[config.mk]
export PLATFORM = sky130hd
export DESIGN_NAME = sdf_feedback_fifo_flat
export DESIGN_NICKNAME = d
export VERILOG_FILES = /design/src/rtl/fft_pkg.sv /design/src/rtl/sdf_feedback_fifo_if.sv /design/src/rtl/sdf_fifo_ram.sv /design/src/rtl/sdf_feedback_fifo.sv /design/src/flat_wrapper.sv
export SDC_FILE = /design/constraint.sdc
export NUM_CORES = 1
export LEC_CHECK = 0
export BUFFER_PORTS_ARGS = -buffer_cell sky130_fd_sc_hd__buf_2
export CORE_ASPECT_RATIO = 0.7
export CORE_MARGIN = 2
export CORE_UTILIZATION = 45
export DETAILED_ROUTE_END_ITERATION = 6
export GPL_TIMING_DRIVEN = 0
export MAX_ROUTING_LAYER = met4
export PLACE_DENSITY = 0.69
export SLEW_MARGIN = 20
export SYNTH_ARGS = -nofsm -noshare
export SYNTH_HDL_FRONTEND = slang
export SYNTH_HIERARCHICAL = 1
export SYNTH_SLANG_ARGS = --single-unit
[constraint.sdc]
create_clock -name clk -period 3.9 [get_ports clk]
set_input_delay 0.78 -clock clk [delete_from_list [all_inputs] [get_ports clk]]
set_output_delay 0.78 -clock clk [all_outputs]
set_load 0.005 [all_outputs]
[src/rtl/fft_pkg.sv]
// rtl/fft_pkg.sv - shared FFT datapath package: complex sample layout and FIFO sizing
// Contents:
//   DWIDTH_DEF / DEPTH_LOG_DEF : default packed sample width and log2 FIFO depth
//   HWIDTH                     : width of one real or imaginary component
//   cplx_t                     : packed complex sample {re, im}, real in the upper half
//   cplx_pack / cplx_unpack    : convert between components and a packed sample
//   fifo_depth                 : DEPTH = 1 << DEPTH_LOG
package fft_pkg;

    localparam int DWIDTH_DEF    = 32;
    localparam int DEPTH_LOG_DEF = 3;
    localparam int HWIDTH        = DWIDTH_DEF / 2;

    typedef struct packed {
        logic [HWIDTH-1:0] re;
        logic [HWIDTH-1:0] im;
    } cplx_t;

    function automatic cplx_t cplx_pack(input logic [HWIDTH-1:0] re, input logic [HWIDTH-1:0] im);
        cplx_t c;
        c.re = re;
        c.im = im;
        return c;
    endfunction

    function automatic logic [2*HWIDTH-1:0] cplx_unpack(input cplx_t c);
        return {c.re, c.im};
    endfunction

    function automatic int fifo_depth(input int depth_log);
        return 1 << depth_log;
    endfunction

endpackage

[src/rtl/sdf_feedback_fifo_if.sv]
// rtl/sdf_feedback_fifo_if.sv - write/read stream and status bundle of the SDF feedback FIFO
// Signals:
//   i_wr_data, i_wr_valid          : push stream from the butterfly top output (no backpressure)
//   o_rd_data, o_rd_valid          : FWFT head-of-queue stream
//   i_rd_ready                     : pop request from the butterfly
//   o_full, o_empty, o_count       : occupancy status
//   o_overflow, o_underflow        : sticky error flags
// Modports:
//   slave  : the FIFO side
//   master : the butterfly / environment side
interface sdf_feedback_fifo_if #(
    parameter int DWIDTH    = 32,
    parameter int DEPTH_LOG = 3
);

    logic [DWIDTH-1:0]    i_wr_data;
    logic                 i_wr_valid;
    logic [DWIDTH-1:0]    o_rd_data;
    logic                 o_rd_valid;
    logic                 i_rd_ready;
    logic                 o_full;
    logic                 o_empty;
    logic [DEPTH_LOG:0]   o_count;
    logic                 o_overflow;
    logic                 o_underflow;

    modport slave (
        input  i_wr_data, i_wr_valid, i_rd_ready,
        output o_rd_data, o_rd_valid, o_full, o_empty, o_count, o_overflow, o_underflow
    );

    modport master (
        output i_wr_data, i_wr_valid, i_rd_ready,
        input  o_rd_data, o_rd_valid, o_full, o_empty, o_count, o_overflow, o_underflow
    );

endinterface

[src/rtl/sdf_fifo_ram.sv]
// rtl/sdf_fifo_ram.sv - DEPTH x DWIDTH register array, one synchronous write port, one asynchronous read port
// Ports:
//   clk      : rising-edge clock
//   wr_en    : write strobe, stores wr_data at wr_addr on the clock edge
//   wr_addr  : write address
//   wr_data  : write data
//   rd_addr  : read address
//   rd_data  : combinational read data
// Contents are intentionally not reset.
module sdf_fifo_ram
    import fft_pkg::*;
#(
    parameter int DWIDTH    = 32,
    parameter int DEPTH_LOG = 3
) (
    input  logic                 clk,
    input  logic                 wr_en,
    input  logic [DEPTH_LOG-1:0] wr_addr,
    input  logic [DWIDTH-1:0]    wr_data,
    input  logic [DEPTH_LOG-1:0] rd_addr,
    output logic [DWIDTH-1:0]    rd_data
);

    localparam int DEPTH = fifo_depth(DEPTH_LOG);

    logic [DWIDTH-1:0] mem_q [DEPTH];

    always_ff @(posedge clk) begin
        if (wr_en) begin
            mem_q[wr_addr] <= wr_data;
        end
    end

    assign rd_data = mem_q[rd_addr];

endmodule

[src/rtl/sdf_feedback_fifo.sv]
// rtl/sdf_feedback_fifo.sv - feedback delay line for a radix-2^2 SDF butterfly stage (FWFT FIFO)
// Ports:
//   clk    : rising-edge clock
//   reset  : synchronous, active-high reset
//   bus    : sdf_feedback_fifo_if.slave (write stream, FWFT read stream, status, sticky flags)
// Configuration:
//   SDF_FIFO_ERR_FLAGS_EN : when defined, o_overflow / o_underflow are sticky error flags;
//                           when undefined they are tied to 0 and have no flops.
module sdf_feedback_fifo
    import fft_pkg::*;
#(
    parameter int DWIDTH    = 32,
    parameter int DEPTH_LOG = 3
) (
    input  logic                 clk,
    input  logic                 reset,
    sdf_feedback_fifo_if.slave   bus
);

    localparam int DEPTH = fifo_depth(DEPTH_LOG);
    localparam int CNT_W = DEPTH_LOG + 1;

    logic [DEPTH_LOG-1:0] wr_ptr_q, wr_ptr_d;
    logic [DEPTH_LOG-1:0] rd_ptr_q, rd_ptr_d;
    logic [CNT_W-1:0]     count_q,  count_d;

    logic full;
    logic empty;
    logic push;
    logic pop;

    always_comb begin
        full  = (count_q == CNT_W'(DEPTH));
        empty = (count_q == '0);
        pop   = bus.i_rd_ready && !empty;
        // A pop in the same cycle frees the head slot, so a full FIFO still accepts the push.
        push  = bus.i_wr_valid && (!full || pop);
    end

    always_comb begin
        wr_ptr_d = wr_ptr_q;
        rd_ptr_d = rd_ptr_q;
        count_d  = count_q;
        if (push) begin
            wr_ptr_d = wr_ptr_q + 1'b1;
        end
        if (pop) begin
            rd_ptr_d = rd_ptr_q + 1'b1;
        end
        if (push && !pop) begin
            count_d = count_q + 1'b1;
        end else if (pop && !push) begin
            count_d = count_q - 1'b1;
        end
    end

    always_ff @(posedge clk) begin
        if (reset) begin
            wr_ptr_q <= '0;
            rd_ptr_q <= '0;
            count_q  <= '0;
        end else begin
            wr_ptr_q <= wr_ptr_d;
            rd_ptr_q <= rd_ptr_d;
            count_q  <= count_d;
        end
    end

`ifdef SDF_FIFO_ERR_FLAGS_EN
    logic overflow_q,  overflow_d;
    logic underflow_q, underflow_d;

    always_comb begin
        overflow_d  = overflow_q  || (bus.i_wr_valid && !push);
        underflow_d = underflow_q || (bus.i_rd_ready && empty);
    end

    always_ff @(posedge clk) begin
        if (reset) begin
            overflow_q  <= 1'b0;
            underflow_q <= 1'b0;
        end else begin
            overflow_q  <= overflow_d;
            underflow_q <= underflow_d;
        end
    end

    assign bus.o_overflow  = overflow_q;
    assign bus.o_underflow = underflow_q;
`else
    assign bus.o_overflow  = 1'b0;
    assign bus.o_underflow = 1'b0;
`endif

    sdf_fifo_ram #(
        .DWIDTH    (DWIDTH),
        .DEPTH_LOG (DEPTH_LOG)
    ) u_ram (
        .clk     (clk),
        .wr_en   (push),
        .wr_addr (wr_ptr_q),
        .wr_data (bus.i_wr_data),
        .rd_addr (rd_ptr_q),
        .rd_data (bus.o_rd_data)
    );

    assign bus.o_rd_valid = !empty;
    assign bus.o_full     = full;
    assign bus.o_empty    = empty;
    assign bus.o_count    = count_q;

endmodule

[src/flat_wrapper.sv]
// flat-port wrapper written by rule: the top's interface ports become plain ports
module sdf_feedback_fifo_flat import fft_pkg::*;
#(
    parameter int DWIDTH    = 32,
    parameter int DEPTH_LOG = 3
)
  (clk, reset, bus_i_wr_data, bus_i_wr_valid, bus_i_rd_ready, bus_o_rd_data, bus_o_rd_valid, bus_o_full, bus_o_empty, bus_o_count, bus_o_overflow, bus_o_underflow);
  sdf_feedback_fifo_if #(.DWIDTH(DWIDTH), .DEPTH_LOG(DEPTH_LOG)) bus_i ();
  input  logic clk;
  input  logic reset;
  input wire logic [$bits(bus_i.i_wr_data)-1:0] bus_i_wr_data;
  input wire logic [$bits(bus_i.i_wr_valid)-1:0] bus_i_wr_valid;
  input wire logic [$bits(bus_i.i_rd_ready)-1:0] bus_i_rd_ready;
  output wire logic [$bits(bus_i.o_rd_data)-1:0] bus_o_rd_data;
  output wire logic [$bits(bus_i.o_rd_valid)-1:0] bus_o_rd_valid;
  output wire logic [$bits(bus_i.o_full)-1:0] bus_o_full;
  output wire logic [$bits(bus_i.o_empty)-1:0] bus_o_empty;
  output wire logic [$bits(bus_i.o_count)-1:0] bus_o_count;
  output wire logic [$bits(bus_i.o_overflow)-1:0] bus_o_overflow;
  output wire logic [$bits(bus_i.o_underflow)-1:0] bus_o_underflow;
  assign bus_i.i_wr_data = bus_i_wr_data;
  assign bus_i.i_wr_valid = bus_i_wr_valid;
  assign bus_i.i_rd_ready = bus_i_rd_ready;
  assign bus_o_rd_data = bus_i.o_rd_data;
  assign bus_o_rd_valid = bus_i.o_rd_valid;
  assign bus_o_full = bus_i.o_full;
  assign bus_o_empty = bus_i.o_empty;
  assign bus_o_count = bus_i.o_count;
  assign bus_o_overflow = bus_i.o_overflow;
  assign bus_o_underflow = bus_i.o_underflow;
  sdf_feedback_fifo #(.DWIDTH(DWIDTH), .DEPTH_LOG(DEPTH_LOG)) u_core (.clk(clk), .reset(reset), .bus(bus_i));
endmodule
==> results of run 1 <==
[metal layers]
metal / track usage [%] / wire (um)
met1: 23.2 / 8680
met2: 27.2 / 9450
met3: 3.66 / 1150
met4: 2.84 / 334
met5: - / 0
[synth_stat cells]
| cell | n |
|---|---|
| o21ai_4 | 1 |
| mux4_1 | 40 |
| xor2_1 | 5 |
| a211oi_1 | 1 |
| nand3_1 | 3 |
| nand2_2 | 1 |
| a31oi_1 | 1 |
| conb_1 | 1 |
| dfxtp_1 | 10 |
| nor3_1 | 2 |
| or4b_4 | 1 |
| clkbuf_2 | 1 |
| mux2_2 | 33 |
| clkbuf_1 | 3 |
| edfxtp_1 | 256 |
| nand2_1 | 3 |
| a21oi_1 | 3 |
| buf_2 | 6 |
| mux2i_1 | 2 |
| o211ai_1 | 1 |
| nor2b_1 | 1 |
| ha_1 | 5 |
| or4_1 | 1 |
| buf_1 | 4 |
| buf_6 | 7 |
| inv_1 | 4 |
| fa_1 | 1 |
| buf_4 | 2 |
| xnor2_1 | 1 |
| nor2_1 | 17 |
| mux4_2 | 24 |
| nand2b_1 | 3 |
[cell families after synthesis]
group | after synthesis
AOI/OAI and AO/OA | 7
xor gates and xnor gates | 6
adders and majority gates | 6
buffers and inverters | 27
DFF | 266
muxes | 99
other | 1
and+or+nand+nor | 32
[state kept, by name (all words and copies together) (netlist names)]
name	count
u_core/u_ram/mem_q	256
u_core/bus.o_count	4
u_core/rd_ptr_q	3
u_core/wr_ptr_q	3
[worst max-delay path: cells and delay by family (launching register included)]
family / cells / cell delay [ns]
buffers and inverters: 3 / 0.93
DFF: 1 / 0.35
muxes: 2 / 0.67
[area by class of cell]
cell class                 count  area (um^2)  share of cell area (%)
clock buffer                  29          641                    5.28
buffer                        23          155                    1.28
multi-input combinational    152         2390                    19.6
clock inverter                12         81.3                   0.670
inverter                       4         15.0                   0.124
antenna                        3         7.51                  0.0618
timing repair buffer          89          581                    4.78
tap                          312          390                    3.21
sequential                   266         7890                    64.9
[how the worst min path moves through the flow]
stage	startpoint	endpoint	slack (ns)	depth (start not counted)
4_1_cts	u_core/rd_ptr_q[1]	u_core/rd_ptr_q[1]	0.51	2
3_5_place_dp	u_core/rd_ptr_q[1]	u_core/rd_ptr_q[1]	0.50	2
5_1_grt	bus_i_wr_data[26]	u_core/u_ram/mem_q[7][26]	0.53	1
6_report	u_core/rd_ptr_q[1]	u_core/rd_ptr_q[1]	0.50	2
3_3_place_gp	u_core/rd_ptr_q[1]	u_core/rd_ptr_q[1]	0.46	2
2_1_floorplan	u_core/rd_ptr_q[1]	u_core/rd_ptr_q[1]	0.45	2
[power breakdown]
| part | internal [mW] | switching, mW | total (mW) |
|---|---|---|---|
| Clock | 1.23 | 0.971 | 2.20 |
| Combinational | 0.848 | 0.717 | 1.57 |
| Sequential | 3.28 | 0.0575 | 3.34 |
| Total | 5.36 | 1.74 | 7.11 |
[per-stage QoR]
stage | utilization (%) | cells | power, mW | setup slack, ns
floorplan | - | 445 | 4.44 | 0.207
global placement | 49.2 | 831 | 4.92 | -2.22
detailed placement | 50.3 | 846 | 4.99 | 0.976
CTS | 53.5 | 887 | 7.20 | 0.611
global route | 53.6 | 890 | 7.42 | 0.471
finish | 53.6 | 890 | 7.11 | 0.660
==> impl_metrics.py, run 1 <==
metrics = {
    "clock_tree": {
        "clock-sinks": 266,
        "cts_resized": 0,
        "htree_levels": 1,
        "cts_setup_buffers": 0,
        "cts_tree": "done",
        "cts_max_path_buffers": 3,
        "clk_pin_slew_ns": 0.06,
        "clkLatencyLatePin_ns": 0.51,
        "cts_buffers": 24,
        "hold_buffers": 0,
        "cts_root_buf": "clkbuf_16",
    },
    "finish": {
        "drive_above_1_share_pct": 36.0,
        "final.fill_count": 1766,
        "area_growth_pct": 16.9,
        "num-nets-final": 602,
        "fin_area_um2": 12100,
        "final_common_cell": "edfxtp_1",
        "final_cell_mix": "edfxtp_1, buf_2, mux4_1",
    },
    "logic_synthesis": {
        "synth_top_family_by_area": "multiplexers",
        "syn_area_um2": 10400,
        "synth-seq-area-share_pct": 76.0,
        "ys_types": 32,
        "yosysTopAreaCell": "edfxtp_1",
        "synth_area_leaders": "edfxtp_1, mux4_1, mux4_2",
        "yosys.area_share.adder_pct": 0.795,
        "synth_area_per_cell_um2": 23.4,
        "synthXorXnorAreaFrac_pct": 0.506,
        "synth_compound_gate_area_share_pct": 0.506,
        "synth_mux_area_share_pct": 19.1,
        "synth-simple-area-share_pct": 1.47,
        "netlist_instances": 444,
        "synth-seq-cells": 266,
        "synth_top_area_share_pct": 74.0,
        "yosys_warnings": 6,
    },
    "floorplanning": {
        "fp.coreArea_um2": 22700,
        "die-area_um2": 24300,
        "die_w_um": 186,
        "io_pins": 77,
        "placementRows": 46,
        "initial_core_util_pct": 45.8,
        "die_y_um": 131,
    },
    "pwr": {
        "power.leakage_nw": 4.05,
        "pwr_density_cell_nw_per_um2": 585,
        "ir_worst_vdd_mv": 0.351,
    },
    "sta": {
        "finalSetupTns_ns": 0,
        "setup_viol": 0,
        "hold_viol": 0,
        "whs_ns": 0.498,
        "slew_headroom_pct": 44.5,
        "finalCritPeriodShare_pct": 83.1,
        "rsz0062_at_grt": "no",
        "max_freq_mhz": 309,
        "worstMarginPinSlew_ns": 0.833,
        "maxSlewViolCount": 0,
        "clock_skew_ns": 0.00595,
        "period_minus_slack_ns": 3.24,
    },
    "setup_path": {
        "endpoint_kind": "primary output",
        "crit_path_frequent_cell": "buf_2",
        "rr_startpoint": "u_core/bus.o_count[1]",
        "path_cells": "clkbuf_1 > buf_2 > mux4_1 > mux2_2 > buf_2",
        "cp_slowest_cell": "clkbuf_1",
        "crit_start": "u_core/rd_ptr_q[2]",
        "cp_max_fo": 10,
        "startpoint_type": "flip-flop",
        "cp.arrival_ns": 2.46,
        "reg2reg_to": "u_core/bus.o_count[3]",
        "required_ns": 3.12,
        "critPathKind": "reg2out",
        "r2r_cells": 10,
        "reg2reg_slack_ns": 1.06,
        "crit_path_end": "bus_o_rd_data[19]",
        "max_stage_delay_ns": 0.40,
    },
    "place": {
        "place_congestion": 0.766,
        "dp_hpwl_mm": 12.6,
        "io_buffers": 74,
        "place_area_um2": 11400,
    },
    "drt": {
        "drc": 0,
        "drt-initial-drc-count": 382,
        "num_vias": 4744,
        "ant_nets": 0,
        "vias_per_cell": 5.33,
        "routed_wl_mm": 19.6,
        "firstDrtPassIters": 4,
        "routedWlPerCell_um": 22.0,
    },
    "outcome": {
        "outcome": "finished clean",
    },
    "hold_path": {
        "hold_path.class": "reg2reg",
    },
    "global_routing": {
        "grt_max_degree": 21,
        "grt_use_total_pct": 17.0,
        "grt_pass1_vias": 5060,
        "grt_pass1_wl_mm": 29.7,
        "antenna_found_initial": 3,
        "grt_overflow": 0,
    },
    "job": {
        "drv_cap": 0,
    },
}
Note: power is estimated with default switching activity, not from simulation.
==> run 2, diff against run 1 <==
==> constraint.sdc (replaced) <==
create_clock -name clk -period 2.7 [get_ports clk]
set_input_delay 0.54 -clock clk [delete_from_list [all_inputs] [get_ports clk]]
set_output_delay 0.54 -clock clk [all_outputs]
set_load 0.005 [all_outputs]
==> run 2 against run 1 <==
Net effect:
- the run now ends with negative setup slack left
- clock-buffer cell count rose by 3
- wire length grew 7.5%
- global-route usage up 0.30 points
- die area unchanged
- first-iteration DRC count grew 0.52%
- combinational power increased by 110%
- via count increased by 2.7%
- final cell count up 1.7%
- non-clock buffer count grew 13
- critical path type unchanged
- highest routed layer unchanged
==> impl_metrics.py, run 2 (same netlist as run 1, synthesis figures left out) <==
metrics = {
    "pwr": {
        "pwr_density_cell_nw_per_um2": 898,
        "pwr-share-clk_pct": 28.1,
        "combPwrFrac_pct": 29.3,
        "power.leakage_nw": 4.22,
        "ir_worst_vdd_mv": 0.461,
        "switchingPower_mw": 2.82,
        "seq_power_share_pct": 42.6,
        "sw_frac_of_total_pct": 24.7,
        "p_int_mw": 8.61,
    },
    "setup_path": {
        "path_cells": "buf_1 > buf_2 > mux2_2 > buf_2",
        "cp.arrival_ns": 2.22,
        "startpoint_type": "flip-flop",
        "cp_max_fo": 10,
        "critPathKind": "reg2out",
        "max_stage_delay_ns": 0.47,
        "required_ns": 2.16,
        "cp_slowest_cell": "buf_2",
        "reg2reg_to": "u_core/bus.o_count[3]",
        "crit_path_end": "bus_o_rd_data[24]",
        "crit_path_frequent_cell": "buf_2",
        "rr_startpoint": "u_core/bus.o_count[2]",
        "crit_start": "u_core/rd_ptr_q[1]",
        "endpoint_kind": "primary output",
        "reg2reg_slack_ns": 0.11,
        "r2r_cells": 10,
    },
    "sta": {
        "period_minus_slack_ns": 2.76,
        "setup_viol": 14,
        "finalCritPeriodShare_pct": 102,
        "hold_viol": 0,
        "clock_skew_ns": 0.0111,
        "slew_headroom_pct": 44.8,
        "max_freq_mhz": 362,
        "finalSetupTns_ns": -0.330,
        "rsz0062_at_grt": "yes",
        "worstMarginPinSlew_ns": 0.826,
        "timing.final.ws_setup_ns": -0.0608,
        "maxSlewViolCount": 0,
    },
    "clock_tree": {
        "clock-sinks": 266,
        "clk_pin_slew_ns": 0.06,
        "htree_levels": 1,
        "cts_root_buf": "clkbuf_16",
        "cts_tree": "done",
        "clkLatencyLatePin_ns": 0.52,
        "cts_buffers": 25,
        "cts_max_path_buffers": 3,
    },
    "finish": {
        "ff_latch_area_um2": 7900,
        "fin_area_um2": 12700,
        "top_register": "u_core/u_ram/mem_q",
        "drive_above_1_share_pct": 45.8,
        "largest_reg_flops": 256,
        "final_common_cell": "edfxtp_1",
        "stdcell_count": 905,
        "area_growth_pct": 22.5,
        "postLayoutCoreUtil_pct": 56.1,
        "multi_input_area_um2": 2380,
        "final.fill_count": 1733,
        "num-nets-final": 616,
        "final_cell_mix": "edfxtp_1, mux4_2, buf_2",
    },
    "global_routing": {
        "grt_pass1_vias": 5039,
        "antenna_found_initial": 3,
        "grt_max_degree": 20,
        "grt_use_total_pct": 17.3,
        "grt_pass1_wl_mm": 30.5,
        "grt_overflow": 0,
    },
    "place": {
        "io_buffers": 74,
        "place_area_um2": 11500,
        "place_inst": 844,
        "place_congestion": 0.723,
        "dp_hpwl_mm": 12.7,
    },
    "floorplanning": {
        "die_w_um": 186,
        "placementRows": 46,
        "io_pins": 77,
        "die_y_um": 131,
        "initial_core_util_pct": 45.8,
        "die-area_um2": 24300,
        "fp.coreArea_um2": 22700,
    },
    "drt": {
        "drt-initial-drc-count": 384,
        "routedWlPerCell_um": 23.3,
        "vias_per_cell": 5.38,
        "ant_nets": 0,
        "drc": 0,
        "routed_wl_mm": 21.1,
        "num_vias": 4873,
        "firstDrtPassIters": 4,
    },
    "outcome": {
        "outcome": "finished, violations left",
        "violations": "negative setup slack",
    },
    "hold_path": {
        "hold_path.class": "in2reg",
    },
    "job": {
        "drv_cap": 0,
    },
}
-- run 2: cell count changes in the layout (fill, tap and decap cells not counted), sizes merged --
cell      delta
buf          +6
clkbuf      +10
clkinv       -3
clkinvlp     +2
-- run 2: critical path, delay by kind of cell, from the launching register on --
family,cells,cell delay (ns)
flip-flops,1,0.36
buffers and inverters,3,0.95
multiplexers,1,0.39
-- run 2: power by group through the flow --
stage | Sequential, mW | Combinational (mW) | Clock, mW
2_1_floorplan | 4.90 | 1.52 | 0
3_3_place_gp | 4.92 | 2.19 | 0
3_5_place_dp | 4.93 | 2.34 | 0
4_1_cts | 4.86 | 2.90 | 3.29
5_1_grt | 4.89 | 3.58 | 3.45
6_report | 4.87 | 3.35 | 3.21
-- run 2: timing repair --
action	CTS	global route
pin swaps	2	0
resized for setup	71	63
buffers inserted	5	5
cloned	3	5
hold buffers	0	0
setup endpoints to repair	33	33
-- run 2: cell type report --
type | count | area share, %
Tap cell | 312 | 3.07
Timing Repair Buffer | 103 | 8.41
Multi-Input combinational cell | 152 | 18.7
Buffer | 22 | 1.78
Clock buffer | 32 | 5.12
Clock inverter | 11 | 0.639
Antenna cell | 3 | 0.0590
Sequential cell | 266 | 62.1
Inverter | 4 | 0.118
-- run 2: worst min-delay path by stage --
stage                             from                   endpoint  slack [ns]  cells past startpoint
global placement    u_core/rd_ptr_q[1]         u_core/rd_ptr_q[1]        0.47                      2
global route         bus_i_wr_data[27]  u_core/u_ram/mem_q[5][27]        0.29                      1
detailed placement  u_core/rd_ptr_q[1]         u_core/rd_ptr_q[1]        0.48                      2
floorplan           u_core/rd_ptr_q[1]         u_core/rd_ptr_q[1]        0.45                      2
CTS                  bus_i_wr_data[27]  u_core/u_ram/mem_q[5][27]        0.27                      1
finish               bus_i_wr_data[27]  u_core/u_ram/mem_q[5][27]        0.29                      1
-- run 2: per-layer routing --
metal  GRT usage [%]  part of all wire (%)  routed length [um]  vias to the layer above
met3            3.08                   7.6                1600                       28
met1            24.8                    44                9370                     2551
met2            26.7                    46                9790                      188
met4            3.15                   1.5                 323                        0
li1                -                     -                   -                     2106
met5               -                     0                   0                        -
-- run 2: per-stage QoR --
step	power (mW)	setup slack, ns	hold WS, ns
after floorplan	6.42	0.0309	0.452
after global placement	7.11	-1.59	0.471
after detailed placement	7.27	-0.172	0.477
after CTS	11.0	-0.0622	0.270
after global routing	11.9	-0.136	0.288
final	11.4	-0.0608	0.290
